$ cat src/rtl/riscv_trace_fifo.sv
// riscv_trace_fifo
//   Commit-trace buffer for the riscv core. Register writebacks and data-memory
//   writes are queued as {kind, tag, data} records in a first-word-fall-through
//   FIFO and drained over a valid/ready handshake. After Halt, capture stops, the
//   FIFO drains and done is raised.
// Ports
//   clk, reset                     : clock, synchronous active-low reset
//   reg_write_sig, reg_num, reg_data : register writeback event (x0 filtered)
//   wr, addr, wr_data              : data-memory write event
//   Halt                           : core halt level
//   out_valid, out_ready           : drain handshake
//   out_kind, out_tag, out_data    : head record (zero when out_valid is low)
//   level                          : occupancy 0..DEPTH
//   overflow, drop_count           : sticky drop flag, saturating drop counter
//   done                           : halted and fully drained
module riscv_trace_fifo #(
   parameter int unsigned DEPTH  = 16,
   parameter int unsigned DATA_W = 32
) (
   input  logic                       clk,
   input  logic                       reset,
   input  logic                       reg_write_sig,
   input  logic [4:0]                 reg_num,
   input  logic [DATA_W-1:0]          reg_data,
   input  logic                       wr,
   input  logic [8:0]                 addr,
   input  logic [DATA_W-1:0]          wr_data,
   input  logic                       Halt,
   output logic                       out_valid,
   input  logic                       out_ready,
   output logic                       out_kind,
   output logic [8:0]                 out_tag,
   output logic [DATA_W-1:0]          out_data,
   output logic [$clog2(DEPTH):0]     level,
   output logic                       overflow,
   output logic [15:0]                drop_count,
   output logic                       done
);

   localparam int unsigned PW = $clog2(DEPTH);
   localparam int unsigned LW = PW + 1;
   localparam int unsigned RW = DATA_W + 10;

   typedef enum logic [1:0] {StRun, StDrain, StDone} state_e;

   state_e           state_q, state_d;
   logic [PW-1:0]    wptr_q, wptr_d, rptr_q, rptr_d, wptr_mem;
   logic [LW-1:0]    level_q, level_d, free_slots, mem_need;
   logic             overflow_q, overflow_d;
   logic [15:0]      drop_q, drop_d;
   logic [16:0]      drop_sum;
   logic [RW-1:0]    mem_q [DEPTH];
   logic [RW-1:0]    head;

   logic             pop, capture, reg_ev, mem_ev, push_reg, push_mem;
   logic [1:0]       n_push, n_drop;

   // ---------------------------------------------------------------------------
   // Push / pop decision
   // ---------------------------------------------------------------------------
   always_comb begin
      pop        = (level_q != '0) && out_ready;
      capture    = (state_q == StRun);
      reg_ev     = capture && reg_write_sig && (reg_num != 5'd0);
      mem_ev     = capture && wr;
      // A pop in this cycle frees its slot for a push in the same cycle.
      free_slots = LW'(DEPTH) - level_q + LW'(pop);
      push_reg   = reg_ev && (free_slots != '0);
      // Register record has priority; the memory record needs a slot after it.
      mem_need   = reg_ev ? LW'(2) : LW'(1);
      push_mem   = mem_ev && (free_slots >= mem_need);
      n_push     = {1'b0, push_reg} + {1'b0, push_mem};
      n_drop     = {1'b0, reg_ev & ~push_reg} + {1'b0, mem_ev & ~push_mem};

      level_d    = level_q + LW'(n_push) - LW'(pop);
      wptr_d     = wptr_q + PW'(n_push);
      rptr_d     = rptr_q + PW'(pop);
      wptr_mem   = wptr_q + PW'(push_reg);

      drop_sum   = {1'b0, drop_q} + 17'(n_drop);
      drop_d     = drop_sum[16] ? 16'hFFFF : drop_sum[15:0];
      overflow_d = overflow_q | (n_drop != 2'd0);
   end

   // ---------------------------------------------------------------------------
   // FIFO state
   // ---------------------------------------------------------------------------
   always_ff @(posedge clk) begin
      if (!reset) begin
         wptr_q     <= '0;
         rptr_q     <= '0;
         level_q    <= '0;
         overflow_q <= 1'b0;
         drop_q     <= '0;
      end else begin
         wptr_q     <= wptr_d;
         rptr_q     <= rptr_d;
         level_q    <= level_d;
         overflow_q <= overflow_d;
         drop_q     <= drop_d;
      end
   end

   // Storage needs no reset; occupancy alone decides what is valid.
   always_ff @(posedge clk) begin
      if (push_reg) begin
         mem_q[wptr_q] <= {1'b0, 4'b0000, reg_num, reg_data};
      end
      if (push_mem) begin
         mem_q[wptr_mem] <= {1'b1, addr, wr_data};
      end
   end

   // ---------------------------------------------------------------------------
   // Capture state machine
   // ---------------------------------------------------------------------------
   always_ff @(posedge clk) begin
      if (!reset) begin
         state_q <= StRun;
      end else begin
         state_q <= state_d;
      end
   end

   always_comb begin
      state_d = state_q;
      unique case (state_q)
         StRun:   if (Halt) state_d = StDrain;
         StDrain: if (level_d == '0) state_d = StDone;
         StDone:  state_d = StDone;
         default: state_d = StRun;
      endcase
   end

   always_comb begin
      done = (state_q == StDone);
   end

   // ---------------------------------------------------------------------------
   // Outputs
   // ---------------------------------------------------------------------------
   always_comb begin
      head       = mem_q[rptr_q];
      out_valid  = (level_q != '0);
      out_kind   = out_valid ? head[RW-1] : 1'b0;
      out_tag    = out_valid ? head[RW-2:DATA_W] : 9'd0;
      out_data   = out_valid ? head[DATA_W-1:0] : '0;
      level      = level_q;
      overflow   = overflow_q;
      drop_count = drop_q;
   end

endmodule

$ cat config.mk
export PLATFORM = sky130hd
export DESIGN_NAME = riscv_trace_fifo
export DESIGN_NICKNAME = d
export VERILOG_FILES = /design/src/rtl/riscv_trace_fifo.sv
export SDC_FILE = /design/constraint.sdc
export NUM_CORES = 1
export LEC_CHECK = 0
export CORE_MARGIN = 2
export CORE_UTILIZATION = 25
export DETAILED_ROUTE_END_ITERATION = 7
export GPL_TIMING_DRIVEN = 1
export SLEW_MARGIN = 10
export SYNTH_ARGS = -nofsm -noshare
export SYNTH_HDL_FRONTEND = slang
export SYNTH_SLANG_ARGS = --single-unit
$ cat constraint.sdc
create_clock -name clk -period 16.2 [get_ports clk]
set_input_delay 3.24 -clock clk [delete_from_list [all_inputs] [get_ports clk]]
set_output_delay 3.24 -clock clk [all_outputs]
set_load 0.005 [all_outputs]
# [Word level (Yosys, flattened, before mapping)]
# Memory sizes are Yosys's and may differ from the RTL's. A register that Yosys moved wholly into a read port is not among the register bits.
# Cells that the tools add are included.
[totals] regBits=32 ramBits=672 input_bits=84 output_inout_bits=66 word_cells=53 mem_count=1
[op_classes] add_sub_neg=10 order_cmp=1 n_eq_ne=4 mux=13 n_bitwise=5 reduce_logical=13
[memory_table] name="mem_q" words=16 width=42 rd=1 rd_ports_with_merged_regs=1 write_ports=2 line_no="52" text="logic [RW-1:0] mem_q [DEPTH];"
[ops] operator="$mux 32" n=1
[ops] operator="$add 16x2->17" n=1
[ops] operator="$mux 16" n=1
[ops] operator="$reduce_bool 5->1" n=3
[ops] operator="$mux 9" n=1
[ops] operator="$add 4x1->4" n=2
[ops] operator="$logic_and 1x1->1" n=6
[ops] operator="$mux 2" n=3
[ops] operator="$pmux 2 s3" n=1
[ops] operator="$add 5x1->5" n=1
[ops] operator="$add 5x2->5" n=1
[ops] operator="$ge 5x2->1" n=1
[ops] operator="$logic_not 5->1" n=1
[ops] operator="$mux 1" n=5
[ops] operator="$sub 5x1->5" n=1
[ops] operator="$sub 5x5->5 const A" n=1
[ops] operator="$add 1x1->2" n=2
[ops] operator="$add 4x2->4" n=1
[ops] operator="$mux 4" n=1
[ops] operator="$ne 2x2->1 const B" n=2
[ops] operator="$and 1x1->1" n=2
[ops] operator="$eq 2x1->1 const B" n=1
[ops] operator="$eq 2x2->1 const B" n=1
[ops] operator="$logic_not 2->1" n=1
[ops] operator="other kinds (4)" n=5

# [Logic depth before layout (Yosys ltp)]
[depth] depth_word=12 mapped_depth=26

# [Worst setup path before layout]
# OpenSTA, ideal clock, no wires.
[synth_path] kind="input port to flip-flop" start="input port out_ready" end="memory mem_q[6][0] (netlist name) (enable)" setup_time_ps=496 t_arrival_ps=7811 required_time_ps=15704 path_slack_ps=7893 path_stages=19 path_buffers=4 path_cell_list="nand2_1 ha_1 inv_1 ha_1 nand3b_1 a31oi_1 and4b_1 clkbuf_1 buf_2 nor2_1 ha_1 ha_1 nand2b_1 o21ai_1 o2bb2ai_1 buf_2 clkbuf_1 nand3_1 o21ai_0"
[synth_rtl] item="start: declaration" line_no="30" text="input logic out_ready,"
[synth_rtl] item="end: declaration" line_no="52"

==> impl_summary.md <==
Global routing
The initial antenna violation count is 19. Across every metal layer, demand over resource in global routing totals 0.179. The number of global-route vias before repair was 30,372. Entering global routing, the biggest net connects 238 pins. The total congestion overflow after global routing is 0.

The wire length of the first global-routing pass is roughly 220 mm.

Worst setup path
The critical path capture point type is a flip-flop. The largest driver fanout on the critical path is 237. The worst register-to-register path begins at level[3].

The most prevalent standard cell on the critical path is sky130_fd_sc_hd__buf_4. The worst setup path is launched from a primary input. Traced cell by cell, the critical path runs through clkdlybuf4s50_1 -> or4_1 -> o211a_1 -> clkinv_1 -> ha_1 -> nand2b_1 -> a21oi_1 -> nand3_4 -> buf_12 -> buf_4 -> buf_4 -> and3_2 -> buf_4 -> o31ai_1.

The count of buffering cells on the critical path with inverters included is 6. The data required time of the critical path is around 17,000 ps. For the worst flop-to-flop path, the logic depth is 21.

At the worst endpoint, the arrival time is between 10,000 and 15,000 ps. The critical path's slowest cell is sky130_fd_sc_hd__buf_4. The capturing point of the worst reg2reg path is mem_q[7][27]. In this design, the stage delay of the slowest critical-path cell is a little over 1000 ps. The register-to-register path setup slack is just under 8000 ps. The cell type group with the largest total delay on the critical path is buffers and inverters. The kind of critical path is primary input to flip-flop.

Timing
The clock arrives with approximately 46 ps of skew. For the finished layout, the period the worst path requires is slightly below 10,000 ps. The worst slew margin relative to its limit is 0.142. The final number of hold-violating endpoints was 0.

Dividing the final minimum period by the clock period gives 0.600. The number of setup violations in the final report is 0. The achievable clock frequency is between 0.1 and 0.15 GHz. Final hold analysis gives a worst-case slack of roughly 450 ps. The max-slew violation total from the final report came to 0. The sum of negative setup slack is 0 ps. Setup repair after global routing left no endpoint under its margin. The transition time at the pin with the least slew margin is between 1000 and 1500 ps.

Synth
The number of warnings issued by yosys is 0. The distinct cell type count of the synthesized netlist is 53. The count of mapped cells out of synthesis is 3,153. The synthesized area is around 40,000 sq um.

Of the synthesized area, sequential elements account for 0.520. The leading register cell type out of synthesis is sky130_fd_sc_hd__edfxtp_1. In this run, synthesis produced a sequential element count of 704.

Counting flops with a built-in enable in the synthesized netlist gives 656. The post-synthesis area per instance is ~13 sq um. The net count after synthesis is 3,266. In the synthesized netlist the async set-or-reset flop fraction comes to 0.

Drt
Dividing the detail-routed wire length by the instance count gives ~30 um. The wire length on met3 is 16.4 mm. The number of nets with antenna violations after detailed routing is 0.

The detailed router finished its first iteration with about 4,800 violations. The length of the first detailed-routing pass in iterations is 6. The final wirelength is about 150 mm.

In this run the top signal layer used is met5. The routed layout has ~31,000 vias. The wire length on met1 is around 56 mm. The DRC violations left is 0. The mean number of vias per cell is 6.11. In the detailed route, the total length drawn on met2 is about 70 mm.

Floorplanning
The die covers around 160,000 sq um. Measured along the x axis, the die boundary spans around 400 um. The number of placed I/O pins is 150.

The initial cell density of the core is 0.251. The core region is about 160,000 sq um. In this run the vertical extent of the chip is just over 400 um. Row generation in the floorplan step produced between 100 and 150 rows.

Clocking
In this run the number of H-tree levels came out at 3. In this run, CTS created clock tree buffers numbering 80. No sink is reached through more buffers than the 3 on the longest clock path. In this run, post-CTS repair resized a total of 0 instances. The clock tree from TritonCTS is yes. The later-pin clock latency in the skew report is between 600 and 700 ps. The number of setup buffers added after CTS is 0.

Buffers inserted to repair hold after CTS numbered 0. The clock-pin slew reported for the worst setup and hold paths after clock tree synthesis is about 60 ps. CTS placed an instance of sky130_fd_sc_hd__clkbuf_16 at the clock tree root.

The number of sinks driven by the clock tree is 704.

Hold path
The endpoint with the worst hold slack is mem_q[4][41]. Counting instances, the worst hold path has a depth of 2. The worst hold path begins at mem_q[4][41].

The path class of the tightest hold or removal check is flip-flop to flip-flop.

Final layout
The area growth from synthesis to layout is 13.5%. In the final layout, the share of cells above drive strength 1 is 0.198. The finished layout holds between 5,000 and 6,000 standard cells, fillers aside.

The final net count is roughly 3,100.

Run
The count of maximum capacitance violations is 0.

Place
The congestion estimate from routability-driven global placement came to 0.787. Counting tap cells, the placed design contains a total of approximately 4,900 instances. The estimated wirelength of the detail-placed design is approximately 77 mm. Port buffering added about 150 buffers.

Pwr
The static leakage is ~12 nW. The maximum resistive drop on vdd is around 0.00033 V. The cell area power density is approximately 150 nW/um^2.

Outcome
The run finished with clean final reports.
-- how the worst max path moves through the flow --
stage	start	endpoint	slack, ps	cells past startpoint
3_5_place_dp	out_ready	mem_q[7][27]	5920	17
5_1_grt	out_ready	mem_q[7][28]	6260	17
6_report	reg_num[0]	mem_q[5][33]	6480	14
3_3_place_gp	out_ready	mem_q[7][27]	6070	17
4_1_cts	out_ready	mem_q[7][27]	6630	17
2_1_floorplan	out_ready	mem_q[6][0]	7890	19
-- metrics by stage --
| stage | utilization | instance area, sq um | worst slack [ps] | total power, W |
|---|---|---|---|---|
| floorplan | - | 39700 | 7890 | 0.00399 |
| global placement | 0.269 | 42500 | 6070 | 0.00497 |
| detailed placement | 0.269 | 42500 | 5920 | 0.00499 |
| CTS | 0.285 | 45000 | 6630 | 0.00681 |
| global route | 0.285 | 45100 | 6260 | 0.00706 |
| finish | 0.285 | 45100 | 6480 | 0.00683 |
-- worst reg2reg max path, cell delays in order, from the launching register on --
cell	delay, ps
sky130_fd_sc_hd__dfxtp_1	480
sky130_fd_sc_hd__inv_1	110
sky130_fd_sc_hd__ha_1	220
sky130_fd_sc_hd__nor4b_1	160
sky130_fd_sc_hd__inv_2	50
sky130_fd_sc_hd__buf_4	480
sky130_fd_sc_hd__nand2_1	220
sky130_fd_sc_hd__ha_1	250
sky130_fd_sc_hd__inv_1	70
sky130_fd_sc_hd__ha_1	210
sky130_fd_sc_hd__a21boi_0	110
sky130_fd_sc_hd__a31oi_1	390
sky130_fd_sc_hd__and4b_1	730
sky130_fd_sc_hd__nor2_1	160
sky130_fd_sc_hd__ha_1	250
sky130_fd_sc_hd__ha_1	360
sky130_fd_sc_hd__and4_4	710
sky130_fd_sc_hd__buf_4	770
sky130_fd_sc_hd__buf_4	780
sky130_fd_sc_hd__and3_2	840
sky130_fd_sc_hd__buf_4	480
sky130_fd_sc_hd__o31ai_1	150
-- final cells by class --
class	count	area (sq um)
Timing Repair Buffer	214	2080
Multi-Input combinational cell	1916	17000
Antenna cell	3	7.51
Tap cell	2072	2590
Fill cell	15801	113000
Clock buffer	99	2130
Inverter	27	101
Clock inverter	42	473
Sequential cell	704	20700
-- per-layer routing --
layer  vias to the layer above  track usage
met5                         -            0
met4                        22       0.0846
met3                       470       0.0349
met2                      2329        0.285
met1                     15601        0.233
li1                      12593            -
-- cell families (layout without fill, tap and decap cells) --
| logic type | count (synthesis) | in the layout | share of synthesized area |
|---|---|---|---|
| compound gates | 664 | 664 | 0.143 |
| xor+xnor | 19 | 19 | 0.00419 |
| fa+ha+maj | 29 | 29 | 0.00971 |
| buf+inv | 533 | 382 | 0.0594 |
| flops | 704 | 704 | 0.520 |
| mux | 213 | 213 | 0.120 |
| other cells | 0 | 3 | 0 |
| simple gates | 991 | 991 | 0.144 |
-- layout by cell type (no fill, tap or decap), drive strengths merged, types with 4 or more instances in the layout --
cell type and n:
a21oi 21, a31oi 4, and2 115, and3 17, buf 65, bufinv 7
clkbuf 99, clkdlybuf4s50 149, clkinv 31, dfxtp 48, edfxtp 656, ha 26
inv 30, mux4 210, nand2 181, nand2b 8, nand3 27, nand4 600
nor2 17, nor2b 5, nor3 4, nor3b 4, o21ai 17, o31ai 592
o41ai 16, xnor2 9, xor2 10
-- where the power goes --
part           switching [W]  internal [W]
clock network       0.000790       0.00105
logic                0.00182      0.000866
registers          0.0000761       0.00222
total                0.00269       0.00414
-- flip-flops by register name, summed over array words and instances, names as in the netlist --
name        count
mem_q         672
drop_count     16
wptr_q          4
state_q         2
level           5
rptr_q          4
overflow        1
-- Yosys cell counts (all sizes together) (2+ instances only) --
master / n / area share
edfxtp: 656 / 0.50
nor2: 17 / 0.0016
inv: 25 / 0.0024
nor3b: 4 / 0.00076
and3: 17 / 0.0027
o21ai: 17 / 0.0021
nor2b: 5 / 0.00079
a31o: 2 / 0.00044
xor2: 10 / 0.0022
o41ai: 16 / 0.0035
buf: 258 / 0.033
clkinv: 2 / 0.00019
xnor2: 9 / 0.0020
ha: 26 / 0.0082
nand2: 181 / 0.017
dfxtp: 48 / 0.024
mux4: 210 / 0.12
o31ai: 592 / 0.13
and2: 115 / 0.018
nand3: 27 / 0.0035
nand4: 600 / 0.095
o211a: 2 / 0.00050
nor4b: 3 / 0.00066
clkbuf: 248 / 0.023
nor3: 4 / 0.00050
mux2i: 3 / 0.00076
a21o: 3 / 0.00057
a21oi: 21 / 0.0026
a31oi: 4 / 0.00063
or3b: 2 / 0.00044
or4: 2 / 0.00038
o211ai: 3 / 0.00069
fa: 3 / 0.0015
nand2b: 8 / 0.0013
Power figures use the tool's default switching activity.
